$ cat config.mk
export PLATFORM = sky130hd
export DESIGN_NAME = pulse_debouncer
export DESIGN_NICKNAME = d
export VERILOG_FILES = /design/src/rtl/pulse_debouncer.sv
export SDC_FILE = /design/constraint.sdc
export NUM_CORES = 1
export LEC_CHECK = 0
export CAP_MARGIN = 15
export CORE_MARGIN = 2
export CORE_UTILIZATION = 60
export CTS_CLUSTER_DIAMETER = 40
export DETAILED_ROUTE_END_ITERATION = 6
export PLACE_DENSITY = 0.8
export SYNTH_ARGS = -nofsm -noshare
export SYNTH_HDL_FRONTEND = slang
export SYNTH_SLANG_ARGS = --single-unit
$ cat constraint.sdc
create_clock -name clk -period 3.4 [get_ports clk]
set_input_delay 0.85 -clock clk [delete_from_list [all_inputs] [get_ports clk]]
set_output_delay 0.85 -clock clk [all_outputs]
set_load 0.01 [all_outputs]
$ cat src/rtl/pulse_debouncer.sv
// Push-button conditioner: two-flop synchronizer, press/release debounce FSM and
// optional auto-repeat, producing a registered single-cycle count-enable pulse.
module pulse_debouncer #(
    parameter int DEBOUNCE_CYCLES = 250000,
    parameter int REPEAT_EN       = 0,
    parameter int REPEAT_DELAY    = 25000000,
    parameter int REPEAT_PERIOD   = 5000000
) (
    input  logic clk,
    input  logic rst,
    input  logic btn_in,
    output logic en_pulse,
    output logic btn_level
);

    localparam int CNT_W   = $clog2(DEBOUNCE_CYCLES + 1);
    localparam int REP_MAX = (REPEAT_DELAY > REPEAT_PERIOD) ? REPEAT_DELAY : REPEAT_PERIOD;
    localparam int REP_W   = $clog2(REP_MAX + 1);

    localparam logic [CNT_W-1:0] CNT_LAST  = CNT_W'(DEBOUNCE_CYCLES - 1);
    localparam logic [CNT_W-1:0] CNT_ONE   = CNT_W'(1);
    localparam logic [REP_W-1:0] REP_DLY_V = REP_W'(REPEAT_DELAY);
    localparam logic [REP_W-1:0] REP_PER_V = REP_W'(REPEAT_PERIOD);

    typedef enum logic [1:0] {
        IDLE         = 2'd0,
        PRESS_WAIT   = 2'd1,
        HELD         = 2'd2,
        RELEASE_WAIT = 2'd3
    } state_t;

    logic             r_s1;
    logic             r_btn_sync;
    state_t           r_state;
    logic [CNT_W-1:0] r_cnt;
    logic [REP_W-1:0] r_rep_tmr;
    logic             r_rep_first;
    logic             r_en_pulse;
    logic             r_btn_level;

    state_t           w_state_nxt;
    logic [CNT_W-1:0] w_cnt_nxt;
    logic [CNT_W-1:0] w_cnt_inc;
    logic [REP_W-1:0] w_rep_nxt;
    logic [REP_W-1:0] w_rep_inc;
    logic             w_rep_first_nxt;
    logic             w_pulse_nxt;
    logic             w_level_nxt;
    logic             w_rep_hit;

    assign w_cnt_inc = r_cnt + CNT_ONE;
    assign w_rep_inc = r_rep_tmr + REP_W'(1);
    // The first repeat waits the full delay; later ones use the shorter period.
    assign w_rep_hit = r_rep_first ? (w_rep_inc == REP_PER_V) : (w_rep_inc == REP_DLY_V);

    always_ff @(posedge clk or negedge rst) begin
        if (!rst) begin
            r_s1       <= 1'b0;
            r_btn_sync <= 1'b0;
        end else begin
            r_s1       <= btn_in;
            r_btn_sync <= r_s1;
        end
    end

    always_ff @(posedge clk or negedge rst) begin
        if (!rst) begin
            r_state     <= IDLE;
            r_cnt       <= '0;
            r_rep_tmr   <= '0;
            r_rep_first <= 1'b0;
            r_en_pulse  <= 1'b0;
            r_btn_level <= 1'b0;
        end else begin
            r_state     <= w_state_nxt;
            r_cnt       <= w_cnt_nxt;
            r_rep_tmr   <= w_rep_nxt;
            r_rep_first <= w_rep_first_nxt;
            r_en_pulse  <= w_pulse_nxt;
            r_btn_level <= w_level_nxt;
        end
    end

    always_comb begin
        w_state_nxt     = r_state;
        w_cnt_nxt       = r_cnt;
        w_rep_nxt       = r_rep_tmr;
        w_rep_first_nxt = r_rep_first;
        w_pulse_nxt     = 1'b0;
        w_level_nxt     = r_btn_level;

        case (r_state)
            IDLE: begin
                w_level_nxt = 1'b0;
                w_cnt_nxt   = '0;
                if (r_btn_sync) begin
                    w_state_nxt = PRESS_WAIT;
                    w_cnt_nxt   = CNT_ONE;
                end
            end

            PRESS_WAIT: begin
                if (!r_btn_sync) begin
                    w_state_nxt = IDLE;
                    w_cnt_nxt   = '0;
                end else if (r_cnt == CNT_LAST) begin
                    w_state_nxt     = HELD;
                    w_cnt_nxt       = '0;
                    w_pulse_nxt     = 1'b1;
                    w_level_nxt     = 1'b1;
                    w_rep_nxt       = '0;
                    w_rep_first_nxt = 1'b0;
                end else begin
                    w_cnt_nxt = w_cnt_inc;
                end
            end

            HELD: begin
                if (!r_btn_sync) begin
                    w_state_nxt     = RELEASE_WAIT;
                    w_cnt_nxt       = CNT_ONE;
                    w_rep_nxt       = '0;
                    w_rep_first_nxt = 1'b0;
                end else if (REPEAT_EN != 0) begin
                    if (w_rep_hit) begin
                        w_pulse_nxt     = 1'b1;
                        w_rep_nxt       = '0;
                        w_rep_first_nxt = 1'b1;
                    end else begin
                        w_rep_nxt = w_rep_inc;
                    end
                end
            end

            RELEASE_WAIT: begin
                // A high sample here is release bounce: back to HELD, repeat restarts.
                if (r_btn_sync) begin
                    w_state_nxt     = HELD;
                    w_cnt_nxt       = '0;
                    w_rep_nxt       = '0;
                    w_rep_first_nxt = 1'b0;
                end else if (r_cnt == CNT_LAST) begin
                    w_state_nxt = IDLE;
                    w_cnt_nxt   = '0;
                    w_level_nxt = 1'b0;
                end else begin
                    w_cnt_nxt = w_cnt_inc;
                end
            end

            default: begin
                w_state_nxt = IDLE;
                w_cnt_nxt   = '0;
                w_level_nxt = 1'b0;
            end
        endcase
    end

    assign en_pulse  = r_en_pulse;
    assign btn_level = r_btn_level;

endmodule

## After elaboration in Yosys (flattened, before gate mapping)

Index checks and enable logic that the tools add are counted.

| cells by class | value |
|---|---|
| $add $sub $neg | 1 |
| shift operators | 0 |
| multipliers | 0 |
| div/mod/pow operators | 0 |
| reduce and logical (&&, ||, !) cells | 4 |
| $lt $le $gt $ge | 0 |
| bitwise logic cells | 0 |
| eq/ne operators | 12 |
| mux-type cells | 21 |

Operators with widths:

| kind | number |
|---|---|
| 18-bit two-way mux | 4 |
| 18-bit case mux with 4 select lines | 1 |
| 18-bit by 1-bit adder with 18-bit output, second input constant | 1 |
| 18-bit == test, second input constant | 1 |
| 2-bit two-way mux | 6 |
| 2-bit inequality test, second input constant | 6 |
| 1-bit two-way mux | 8 |
| 2-bit case mux with 4 select lines | 1 |
| 3-bit inequality test, second input constant | 2 |
| 5-bit AND reduction | 1 |
| 2-bit == test, second input constant | 2 |
| 4-bit AND reduction | 1 |
| 1-bit case mux with 3 select lines | 1 |
| 3-bit nonzero test | 1 |
| 2-bit by 1-bit == test with 1-bit output, second input constant | 1 |
| 2-bit zero test | 1 |

| word-level totals | value |
|---|---|
| output and inout bits | 2 |
| input bits | 3 |
| logic and storage cells | 44 |
| latch bits | 0 |
| bits in writable memories | 0 |
| register bits after elaboration | 24 |
| ROM bits | 0 |
| memories kept | 0 |

## Depth between registers and ports, before layout

Gate-level depths: netlist of run 1.

| logic depth | value |
|---|---|
| depth after elaboration | 4 |
| gate-level depth with buffers | 8 |
| depth with buffers taken out | 6 |

## Worst setup path after synthesis of run 1

Ideal clock, no wire load.

| path | value |
|---|---|
| path kind | register to register |
| start | register r_cnt[5] |
| end | register (tool-made name) |
| cell stages (with the launch flop) | 8 |
| arrival time | 1,710 ps |
| path buffers | 2 |
| slack | 1,570 ps |
| required time | 3,280 ps |
| period minus slack after synthesis | 1,830 ps |
| setup time | 120 ps |
| path through | dfrtp_1 -> buf_6 -> or3b_1 -> or3_4 -> o21ai_2 -> buf_6 -> a21oi_1 -> a31o_1 |

RTL lines:

| item | line | RTL |
|---|---|---|
| start, declared | 35 | `logic [CNT_W-1:0] r_cnt;` |
| start signal, assigned | 76 | `r_cnt <= w_cnt_nxt;` |

## Worst setup path after layout of run 1

| path | value |
|---|---|
| start | register r_cnt[5] |
| end | register r_cnt[3] |

| between the ends | value |
|---|---|
| cells in the longest elaborated chain, start to end | 4 |
| elaborated cells between the ends (all ways) | 5 |
| those cells by class | eq/ne: 1; mux: 4 |

RTL lines:

| item | line | RTL |
|---|---|---|
| 18-bit == test (*) | 106, 142 |  |
| 18-bit two-way mux (*) | 106, 142 |  |
| 18-bit two-way mux, on equally long branches | 137, 103 |  |
| 18-bit case mux with 4 select lines (*) | 92 | `case (r_state)` |

Every way passes the cells marked *; elsewhere a longest branch is shown, timed or not.
A chain may end at the register's enable or synchronous reset.

==> results of run 1 <==
state kept, by name, indices dropped and copies added (netlist names), named ones only:
name	flops
en_pulse	1
btn_level	1
r_btn_sync	1
r_state	1
r_s1	1
r_cnt	18
metal layers:
layer	GRT usage, %	up-vias
met3	4.386	5
met1	37.16	540
li1	-	550
met5	0	-
met4	14.04	0
met2	36.54	42
power groups by stage:
stage	registers (mW)	clock network, mW	logic, mW
finish	0.357	0.123	0.229
global route	0.364	0.133	0.259
CTS	0.355	0.123	0.227
detailed placement	0.360	0	0.224
global placement	0.358	0	0.218
floorplan	0.333	0	0.228
critical path, cell delays in order, from the launching register on:
cell and delay, ns:
sky130_fd_sc_hd__dfrtp_1 0.49, sky130_fd_sc_hd__or3b_1 0.42, sky130_fd_sc_hd__or3_4 0.34, sky130_fd_sc_hd__o21ai_2 0.40, sky130_fd_sc_hd__o21ai_1 0.15, sky130_fd_sc_hd__a21o_1 0.20
logic make-up (layout without fill, tap and decap cells):
kind of cell / count (synthesis) / in the layout / share of synthesized area (%)
fa+ha+maj: 1 / 1 / 0.9284
buf+inv: 17 / 15 / 6.778
compound gates: 36 / 36 / 16.81
simple gates: 72 / 72 / 28.78
mux: 2 / 2 / 1.486
xor+xnor: 1 / 1 / 0.6501
flops: 24 / 24 / 44.57
worst paths after layout:
kind                       startpoint         end  slack, ns  cells after the start
max                          r_cnt[5]    r_cnt[3]       1.29                      5
min                              r_s1  r_btn_sync       0.36                      0
max reg2reg                  r_cnt[5]    r_cnt[3]       1.29                      5
min reg2reg                      r_s1  r_btn_sync       0.36                      0
max in group asynchronous         rst  r_btn_sync       2.28                      2
min in group asynchronous         rst   r_cnt[13]       0.87                      2
cell type report:
| cell class | instances | area (um2) | area share, % |
|---|---|---|---|
| Multi-Input combinational cell | 112 | 655.6 | 47.25 |
| Sequential cell | 24 | 600.6 | 43.28 |
| Timing Repair Buffer | 5 | 47.55 | 3.427 |
| Tap cell | 28 | 35.03 | 2.525 |
| Inverter | 7 | 26.28 | 1.894 |
| Clock buffer | 3 | 22.52 | 1.623 |
per-stage QoR:
stage	util (%)	area (um2)	hold WS, ns	power, mW
floorplan	-	1348	0.3312	0.5612
finish	63.96	1388	0.3616	0.7090
global route	63.96	1388	0.3782	0.7567
CTS	63.96	1388	0.3648	0.7048
global placement	62.92	1365	0.3410	0.5764
detailed placement	62.92	1365	0.3379	0.5848
synthesized netlist by cell type (2+ instances only):
master	instances
sky130_fd_sc_hd__a21o_1	2
sky130_fd_sc_hd__a21oi_1	9
sky130_fd_sc_hd__a22o_1	2
sky130_fd_sc_hd__and3_1	2
sky130_fd_sc_hd__buf_2	4
sky130_fd_sc_hd__buf_6	3
sky130_fd_sc_hd__clkbuf_1	3
sky130_fd_sc_hd__dfrtp_1	24
sky130_fd_sc_hd__inv_1	7
sky130_fd_sc_hd__mux2i_1	2
sky130_fd_sc_hd__nand2_1	16
sky130_fd_sc_hd__nand3_1	11
sky130_fd_sc_hd__nand4_1	5
sky130_fd_sc_hd__nor2_1	13
sky130_fd_sc_hd__nor3_1	5
sky130_fd_sc_hd__nor4_1	4
sky130_fd_sc_hd__o211ai_1	2
sky130_fd_sc_hd__o21a_1	3
sky130_fd_sc_hd__o21ai_0	4
sky130_fd_sc_hd__o21ai_1	8
sky130_fd_sc_hd__or3_1	5
==> results list, run 1 <==
- Status: finished, final reports clean
- Peak Freq: 473.3 MHz
* Actual slew at the worst max-slew pin: 0.8858 ns
- CTS Buf Count: 3
- Num rows: 17
* Cell taking the most area after synthesis: sky130_fd_sc_hd__dfrtp_1
- Ys Warns: 0
- Clock power share: 17.4%
- Average detailed-routed wire length per instance: 15.55 um
* Placement-stage worst setup slack: 1.351 ns
- TritonCTS clock tree: done
- Highest-count cells in the layout ignoring fill and taps: sky130_fd_sc_hd__dfrtp_1 (24), sky130_fd_sc_hd__nand2_1 (16), sky130_fd_sc_hd__nor2_1 (13)
- Post-synthesis area per instance: 8.807 um2
- CTS built an H-tree with a depth of 1.
- Using the TritonRoute via totals, the vias-per-cell ratio works out to 6.352.
* Ports placed on the boundary: 5
* Final setup violation count: 0
- Across the run, the number of max-cap violations was 0.
- Dividing the final minimum period by the clock period gives 62.14%.
* Part of the total power dissipated in sequential elements: 50.3%
* Remaining global-route overflow: 0
- The number of nets in the synthesized netlist is 157.
- Clock latency on the worst-skew pair, taken at its later pin, is 0.32 ns.
* Final Max Slew Viols: 0
- Post-synth top area share: 44.57%
- Number of enable flip-flop cells after synthesis: 0
- Of the synthesized area, sequential elements account for 44.57%.
- Counting flops and latches in the post-synthesis netlist gives 24.
- Number of nets at the end of the flow: 157
- Setup repair after global routing left no endpoint under its margin.
- Across the VDD grid, the largest voltage drop is 481.0 uV.
* Total via count after detailed routing: 1,137
- Total of fill cells in the finished design: 182
- The floorplan step defined a die boundary enclosing 2641 um2.
* Wire length reported by the detailed router: 2.784 mm
- Data on the critical path arrives at its endpoint at 2.32 ns.
- Routed metal-1 wire length: 1.338 mm
- Final hold viol count: 0
- Y dimension of the die: 51.39 um
* Area grow syn2layout: 2.971%
- RePlAce Congestion: 0.8643
* Total GRT Usage: 25.72%
- Detailed placement HPWL: 1.969 mm
* Antenna viol nets, final: 0
* Most frequent standard cell in the layout excluding fill and tap cells: sky130_fd_sc_hd__dfrtp_1
- In the routed design, unresolved DRC markers number 0.
- In this run the power density over the cells is 511.0 nW/um2.
- Along the worst path, the maximum fanout reaches 12.
- Portion of total power attributed to combinational logic: 32.3%
- Initial antenna violation count: 0
* Cts hold-fix bufs: 0
- The number of global-route vias before repair came to 1,079.
- The first global-routing pass estimated 5.016 mm of wire.
- The path class of the tightest hold or removal check is flip-flop to flip-flop.
- Final standard cell count with taps included and fillers excluded: 179
- The first routing iteration left 44 violations.
* Number of clock sinks: 24
- After clock tree synthesis, the clock-pin slew on the worst setup and hold paths is 0.13 ns.
- CTS root buf: sky130_fd_sc_hd__clkbuf_4
- Total length of routed met3 wires: 159 um
- Max-slew headroom at the worst pin: 40.73%
- Largest net degree at the start of global routing: 25
- The synthesized netlist contains 40 unique library cells.
* Netlist area before placement: 1348 um2
* PortBufs: 4
- For this design the static power due to leakage is 0.5743 nW.
- The post-route netlist has 5.960% of its cells at a drive strength greater than 1.
- Largest clock skew in the final design: 0.01282 ns
- Routed wire length on met2: 1.243 mm
* Nature of the critical path endpoint: flip-flop
- Placeable core region: 2170 um2
- For this run, the leading register cell type out of synthesis is sky130_fd_sc_hd__dfrtp_1.
* Synthesized instance count: 153
- For the final routed database, the setup TNS stands at 0 ns.
* Worst Slack Setup Final: 1.287 ns
- Initial Util: 62.11%
- Switching part of the total: 39.25%
- Iteration count of the initial detailed-routing pass: 4
- STA classifies the critical path startpoint as a flip-flop.
* Period minus WS final: 2.113 ns
- STA puts the critical path data required time at 3.61 ns.
- After synthesis, the cell types taking the most area are sky130_fd_sc_hd__dfrtp_1 (45%), sky130_fd_sc_hd__nand2_1 (4.5%), sky130_fd_sc_hd__nand3_1 (4.1%).
- Internal portion of total power: 0.4308 mW
- Once the clock tree was built, the setup fixing pass inserted 0 buffers.
- After detailed routing, no signal wire sits above met4.
- The number of antenna diodes in the final layout is 0.
- Clk buf depth: 2
* Die Width: 51.39 um
* Resized Gates After CTS: 0
* P_sw: 0.2783 mW
- Once placement completed, the tool counted placed cells totaling 176.
- Proportion of synthesized flip-flops having asynchronous set or reset: 100.0%
- Startpoint-to-endpoint class of the critical path: flip-flop to flip-flop
Note: power is estimated with default switching activity, not from simulation.
==> run 2: changes to the inputs <==
--- a/config.mk
+++ b/config.mk
@@ -7,10 +7,10 @@
 export LEC_CHECK = 0
 export CAP_MARGIN = 15
 export CORE_MARGIN = 2
-export CORE_UTILIZATION = 60
+export CORE_UTILIZATION = 59
 export CTS_CLUSTER_DIAMETER = 40
 export DETAILED_ROUTE_END_ITERATION = 6
-export PLACE_DENSITY = 0.8
+export PLACE_DENSITY = 0.78
 export SYNTH_ARGS = -nofsm -noshare
 export SYNTH_HDL_FRONTEND = slang
 export SYNTH_SLANG_ARGS = --single-unit
==> constraint.sdc (replaced) <==
create_clock -name clk -period 2.18 [get_ports clk]
set_input_delay 0.545 -clock clk [delete_from_list [all_inputs] [get_ports clk]]
set_output_delay 0.545 -clock clk [all_outputs]
set_load 0.01 [all_outputs]
==> results list, run 2 (synthesis results as in run 1) <==
- In this run the static leakage power is 0.6058 nW.
- In the final layout, the share of cells above drive strength 1 is 8.387%.
- The flow ran to the end, and the final reports show no timing, DRC or antenna violations.
- Counting every sink on the clock net gives 24.
* Sort of element at the start of the critical path: flip-flop
- Total GRT Usage: 25.05%
- RSZ-0062 raised after global routing: false
- Once routing completed, OpenROAD measured the worst setup slack at 0.2154 ns.
- Along the worst path, the maximum fanout reaches 9.
- Met1 usage: 32.58%
* Actual slew at the worst max-slew pin: 0.4129 ns
* Required time of the critical path: 2.40 ns
* Ratio of routed vias to standard cells: 6.235
- Final setup violation count: 0
* Y dimension of the die: 51.79 um
* Remaining global-route overflow: 0
- STA classifies the critical path endpoint as a flip-flop.
* Ports placed on the boundary: 5
- The clock arrives with 0.002221 ns of skew.
* PortBufs: 4
* Met3 usage: 2.874%
* Number of violations of the max-capacitance limit: 0
* Total Neg Setup Slack: 0 ns
- Global-route wire length before repair: 5.064 mm
* Average detailed-routed wire length per instance: 15.81 um
- H-tree level count: 1
- At the placement stage, the worst setup path has a slack of 0.1348 ns.
- The final max-slew violation count was 0.
- From synthesis to final layout, the design area changed by 7.428%.
- Share of the clock period used by the worst path: 90.12%
- Leaving out fill and tap cells, the most frequent cell in the layout is sky130_fd_sc_hd__dfrtp_1.
* Final instance area: 1448 um2
- Total via count after detailed routing: 1,141
- The detail route stage leaves a number of antenna-violating nets equal to 0.
* Routing usage on met2: 44.44%
* Count of buffer and inverter cells on the critical path: 0
* Placed standard-cell area: 1388 um2
- In this run the core area contains 17 standard-cell rows.
* Die area: 2682 um2
- Worst supply voltage drop on vdd: 679.6 uV
- Initial antenna violation count: 0
- Gr busiest metal: met2
* Largest reg by FF count: r_cnt
* Worst skew pair latency: 0.32 ns
- Initial DRC count: 36
- Entering global routing, the biggest net connects 25 pins.
- Remaining design rule violation count: 0
- Die Width: 51.79 um
* Clock-pin transition on the worst setup and hold timing paths: 0.14 ns
- Max reg flops: 18
- 0 antenna diodes ended up in the layout.
- Initial Util: 61.51%
* Slowest cell delay on critical path: 0.44 ns
- Dividing total power by cell area gives a power density of 866.9 nW/um2.
- Arr. time, crit path: 2.19 ns
- The worst path needs 1.965 ns of the cycle, external delays included.
* Max stage delay cell, worst path: sky130_fd_sc_hd__or3_4
- Iteration count of the initial detailed-routing pass: 4
- CTS Buf Count: 3
- The library cells used most frequently in the layout, excluding fill and tap cells, are sky130_fd_sc_hd__dfrtp_1 (24), sky130_fd_sc_hd__nand2_1 (16), sky130_fd_sc_hd__nor2_1 (13).
- The worst hold path belongs to the class flip-flop to flip-flop.
- TritonCTS clock tree: done
- Detailed placement HPWL: 2.092 mm
- Static timing analysis puts the maximum clock frequency at 509.0 MHz.
- The number of failing hold endpoints at the final stage is 0.
* CTS root buf: sky130_fd_sc_hd__clkbuf_4
- In this run the standard cell core region covers 2191 um2.
- The clock passes through at most 2 buffers.
- RePlAce Congestion: 0.8577
- Via count of the first global-routing pass: 1,140
- CP cell instances: ha_1 > nand3_1 > or3_4 > o21a_1 > a22o_1
* Number of nets at the end of the flow: 160
* Startpoint-to-endpoint class of the critical path: flip-flop to flip-flop
- Wire length reported by the detailed router: 2.894 mm
- Headroom to the max-slew limit came out at 72.25%.
- The kind of cell with the highest combined delay along the critical path is simple AND/OR/NAND/NOR gates.
- Cts hold-fix bufs: 0
## run 2: cell types whose count changed in the layout (fill, tap and decap cells not counted), sizes merged
| cell | before | now |
|---|---|---|
| buf | 1 | 4 |
| bufinv | 0 | 1 |
## run 2: metrics by stage
stage	utilization [%]	hold WS [ns]	power [mW]	instances
2_1_floorplan	-	0.2494	0.8753	153
3_3_place_gp	63.34	0.3386	0.8981	179
3_5_place_dp	63.34	0.3388	0.9221	179
4_1_cts	65.73	0.3738	1.243	183
5_1_grt	66.08	0.3739	1.329	183
6_report	66.08	0.3719	1.255	183
## run 2: what timing repair did
item                                    CTS  global route
buffers inserted                          0             0
endpoints found under the setup margin    0             5
resized for setup                         0             1
## run 2: final cells by class
| type | count | area (um2) |
|---|---|---|
| fillers | 172 | 743.2 |
| multi-input cells | 112 | 663.1 |
| flip-flops and latches | 24 | 600.6 |
| repair buffers | 8 | 70.07 |
| well taps | 28 | 35.03 |
| clock inverters | 1 | 30.03 |
| inverters | 7 | 26.28 |
| clock buffers | 3 | 22.52 |
## run 2: worst paths after layout
kind                       startpoint    endpoint  slack [ns]  cells after the start
max                          r_cnt[0]    r_cnt[1]        0.22                      5
min                              r_s1  r_btn_sync        0.37                      0
max reg2reg                  r_cnt[0]    r_cnt[1]        0.22                      5
min reg2reg                      r_s1  r_btn_sync        0.37                      0
max in group asynchronous         rst    en_pulse        1.38                      2
min in group asynchronous         rst   r_cnt[11]        0.56                      2
## run 2: power by group
group | leakage, nW | internal, mW | switching [mW]
logic | 0.254 | 0.129 | 0.243
clock network | 0.0279 | 0.186 | 0.141
registers | 0.324 | 0.487 | 0.0694
total | 0.606 | 0.801 | 0.454
## run 2: worst register-to-register path: cells and delay by family, from the launching register on
kind / cells / cell delay (ns)
simple gates: 2 / 0.61
compound gates: 2 / 0.60
flops: 1 / 0.43
fa+ha+maj: 1 / 0.23
## run 2: layer usage
metal  vias up  share of wire [%]  routed length, um
met5         -                  0                  0
met4         0               0.45                 13
met3         2                3.4                 99
met2        30                 51               1466
met1       559                 45               1314
li1        550                  -                  -
==> run 3: changes to the inputs <==
--- a/config.mk
+++ b/config.mk
@@ -7,10 +7,11 @@
 export LEC_CHECK = 0
 export CAP_MARGIN = 15
 export CORE_MARGIN = 2
-export CORE_UTILIZATION = 59
+export CORE_UTILIZATION = 35
 export CTS_CLUSTER_DIAMETER = 40
 export DETAILED_ROUTE_END_ITERATION = 6
-export PLACE_DENSITY = 0.78
+export GPL_TIMING_DRIVEN = 0
+export PLACE_DENSITY = 0.52
 export SYNTH_ARGS = -nofsm -noshare
 export SYNTH_HDL_FRONTEND = slang
 export SYNTH_SLANG_ARGS = --single-unit
==> results list, run 3 (synthesis results as in run 1) <==
* Area grow syn2layout: 13.83%
- The startpoint identified for the worst hold timing path is r_s1.
- Largest net degree at the start of global routing: 25
- The layout has 394 filler cells.
- Y dimension of the die: 66.05 um
* Clock-pin transition on the worst setup and hold timing paths: 0.09 ns
* Iteration count of the initial detailed-routing pass: 4
* Cell area power density: 903.2 nW/um2
- Peak Freq: 496.1 MHz
- Max stage delay cell, worst path: sky130_fd_sc_hd__dfrtp_1
* Remaining global-route overflow: 0
- Per report_power, the combinational group accounts for 34.4% of the total.
- Global routing consumed, over all layers together, 16.55% of the routing resources.
- During I/O placement, the number of pins put on the boundary was 5.
- Worst supply voltage drop on vdd: 327.3 uV
- Final hold viol count: 0
- Buffers inserted to repair hold after CTS numbered 0.
* Nature of the critical path endpoint: flip-flop
- Most frequent standard cell in the layout excluding fill and tap cells: sky130_fd_sc_hd__dfrtp_1
- Final setup violation count: 0
- The worst register-to-register path ends at r_cnt[16].
- In the layout the commonest cells are sky130_fd_sc_hd__dfrtp_1 (24), sky130_fd_sc_hd__nand2_1 (16), sky130_fd_sc_hd__nor2_1 (13).
- TritonCTS built the clock tree.
- Detailed placement HPWL: 2.210 mm
- CTS Buf Count: 3
- P_sw: 0.4735 mW
- Antenna viol nets, final: 0
- Across all layers, the routed design uses 1,165 vias.
- Part of the total power dissipated in sequential elements: 37.6%
- Net switching is 34.18% of the power.
- The tree is rooted in a sky130_fd_sc_hd__clkbuf_8.
- The path class of the tightest hold or removal check is flip-flop to flip-flop.
* Total Neg Setup Slack: 0 ns
- Slowest cell delay on critical path: 0.43 ns
- The analysis attributes to cell leakage a power of 0.6363 nW.
- Die Width: 66.05 um
* Final total power: 1.385 mW
* Internal portion of total power: 0.9120 mW
* Period minus WS final: 2.016 ns
- In this run, post-CTS repair resized a total of 0 instances.
- At the later pin of the worst-skew pair, clock insertion delay measures 0.27 ns.
- Sort of element at the start of the critical path: flip-flop
- Dividing the detail-routed wire length by the instance count gives 14.75 um.
- Dividing the final minimum period by the clock period gives 92.46%.
- Worst Hold Path EP: r_btn_sync
* Arr. time, crit path: 2.18 ns
* Placeable core region: 3689 um2
* Initial DRC count: 65
* CP Max Fanout: 6
* Largest clock skew in the final design: 0.003800 ns
* Worst R2R Path Depth: 7
- Status: finished, final reports clean
- The clock passes through at most 2 buffers.
- After clock tree synthesis, the setup repair step added 0 buffers.
- Largest reg by FF count: r_cnt
- Data on the critical path is required at its endpoint by 2.34 ns.
- Wire length reported by the detailed router: 3.097 mm
- Global-route wire length before repair: 5.464 mm
- The initial utilization of the core area, before any placement, comes to 36.53%.
- Ratio of routed vias to standard cells: 5.548
- Traced cell by cell, the critical path runs through ha_1 > nand4_1 > or3_1 > clkbuf_1 > o31a_1 > o21ai_1 > nand2_1.
* H-tree level count: 1
- The floorplan step defined a die boundary enclosing 4363 um2.
- Cells with a size suffix above 1 make up 10.49% of the layout.
- On the final layout, the worst hold slack is 0.3607 ns.
* Final Max Slew Viols: 0
- The share of total power dissipated in the clock network is 28.1%.
- For the pin with the worst max-slew slack, the measured transition is 0.7266 ns.
- The register with the most flip-flops in the layout has 18 of them.
- Via count of the first global-routing pass: 1,162
- The critical path in this run is classified as flip-flop to flip-flop.
* RSZ-0062 raised after global routing: false
* Number of nets at the end of the flow: 167
* Number of clock sinks: 24
- Number of violations of the max-capacitance limit: 0
- Max-slew headroom at the worst pin: 51.11%
* PortBufs: 4
- Setup slack on the worst flop-to-flop path: 0.16 ns
* RePlAce Congestion: 0.7407
* Critical R2R Launch: r_cnt[0]
- The initial antenna violation count was 0.
- Along the worst hold path, the cell count comes to 0.
- In the routed design, unresolved DRC markers number 0.
* Num rows: 22
* Antenna Cells: 0
## run 3: changes by cell type in the layout (fill, tap and decap cells not counted), moves of 3 or more
cell,delta
sky130_fd_sc_hd__clkbuf_8,+3
sky130_fd_sc_hd__buf_6,+3
sky130_fd_sc_hd__buf_4,-4
sky130_fd_sc_hd__clkbuf_4,-3
sky130_fd_sc_hd__buf_2,+4
sky130_fd_sc_hd__clkbuf_1,+3
## run 3: area by class of cell
class	instances	area [um2]	area share [%]
clock inverters	1	30.03	1.958
inverters	7	26.28	1.713
clock buffers	3	41.29	2.692
well taps	48	60.06	3.915
multi-input cells	112	655.6	42.74
flip-flops and latches	24	600.6	39.15
plain buffers	10	65.06	4.241
repair buffers	5	55.05	3.589
## run 3: worst max-delay path, delay by kind of cell (launching register included)
family	cells	cell delay, ns
AO/OA/AOI/OAI	2	0.43
adder cells (fa/ha/maj)	1	0.23
buffers and inverters	1	0.17
flip-flops	1	0.43
AND/OR/NAND/NOR	3	0.64
## run 3: how the worst max path moves through the flow
stage                         from   endpoint  slack, ns  cells past startpoint
final                     r_cnt[0]  r_cnt[16]       0.16                      7
after global routing      r_cnt[0]  r_cnt[15]       0.03                      5
after CTS                 r_cnt[0]  r_cnt[12]       0.17                      7
after detailed placement  r_cnt[0]  flip-flop       0.19                      7
after global placement    r_cnt[0]  flip-flop       0.21                      7
after floorplan           r_cnt[5]  flip-flop       0.35                      7
## run 3: stage by stage
step / instance area, um2 / utilization, % / std cells / setup slack (ns)
3_3_place_gp: 1448 / 39.25 / 205 / 0.2056
3_5_place_dp: 1448 / 39.25 / 205 / 0.1930
5_1_grt: 1534 / 41.59 / 210 / 0.02903
4_1_cts: 1519 / 41.18 / 209 / 0.1709
2_1_floorplan: 1348 / - / 153 / 0.3503
6_report: 1534 / 41.59 / 210 / 0.1644
## run 3: metal layers
layer | GRT usage (%) | vias to the layer above | part of all wire (%) | wire length (um)
met4 | 5.867 | 0 | 1.2 | 37
met3 | 2.726 | 4 | 2.4 | 74
met2 | 28.03 | 15 | 47 | 1457
met5 | 0 | - | 0 | 0
met1 | 21.29 | 580 | 49 | 1528
li1 | - | 566 | - | -
## run 3: power by group through the flow
stage / Clock (mW) / Sequential, mW / Combinational (mW)
2_1_floorplan: 0 / 0.519 / 0.356
3_3_place_gp: 0 / 0.526 / 0.473
3_5_place_dp: 0 / 0.528 / 0.476
4_1_cts: 0.406 / 0.519 / 0.478
5_1_grt: 0.430 / 0.525 / 0.533
6_report: 0.389 / 0.520 / 0.476
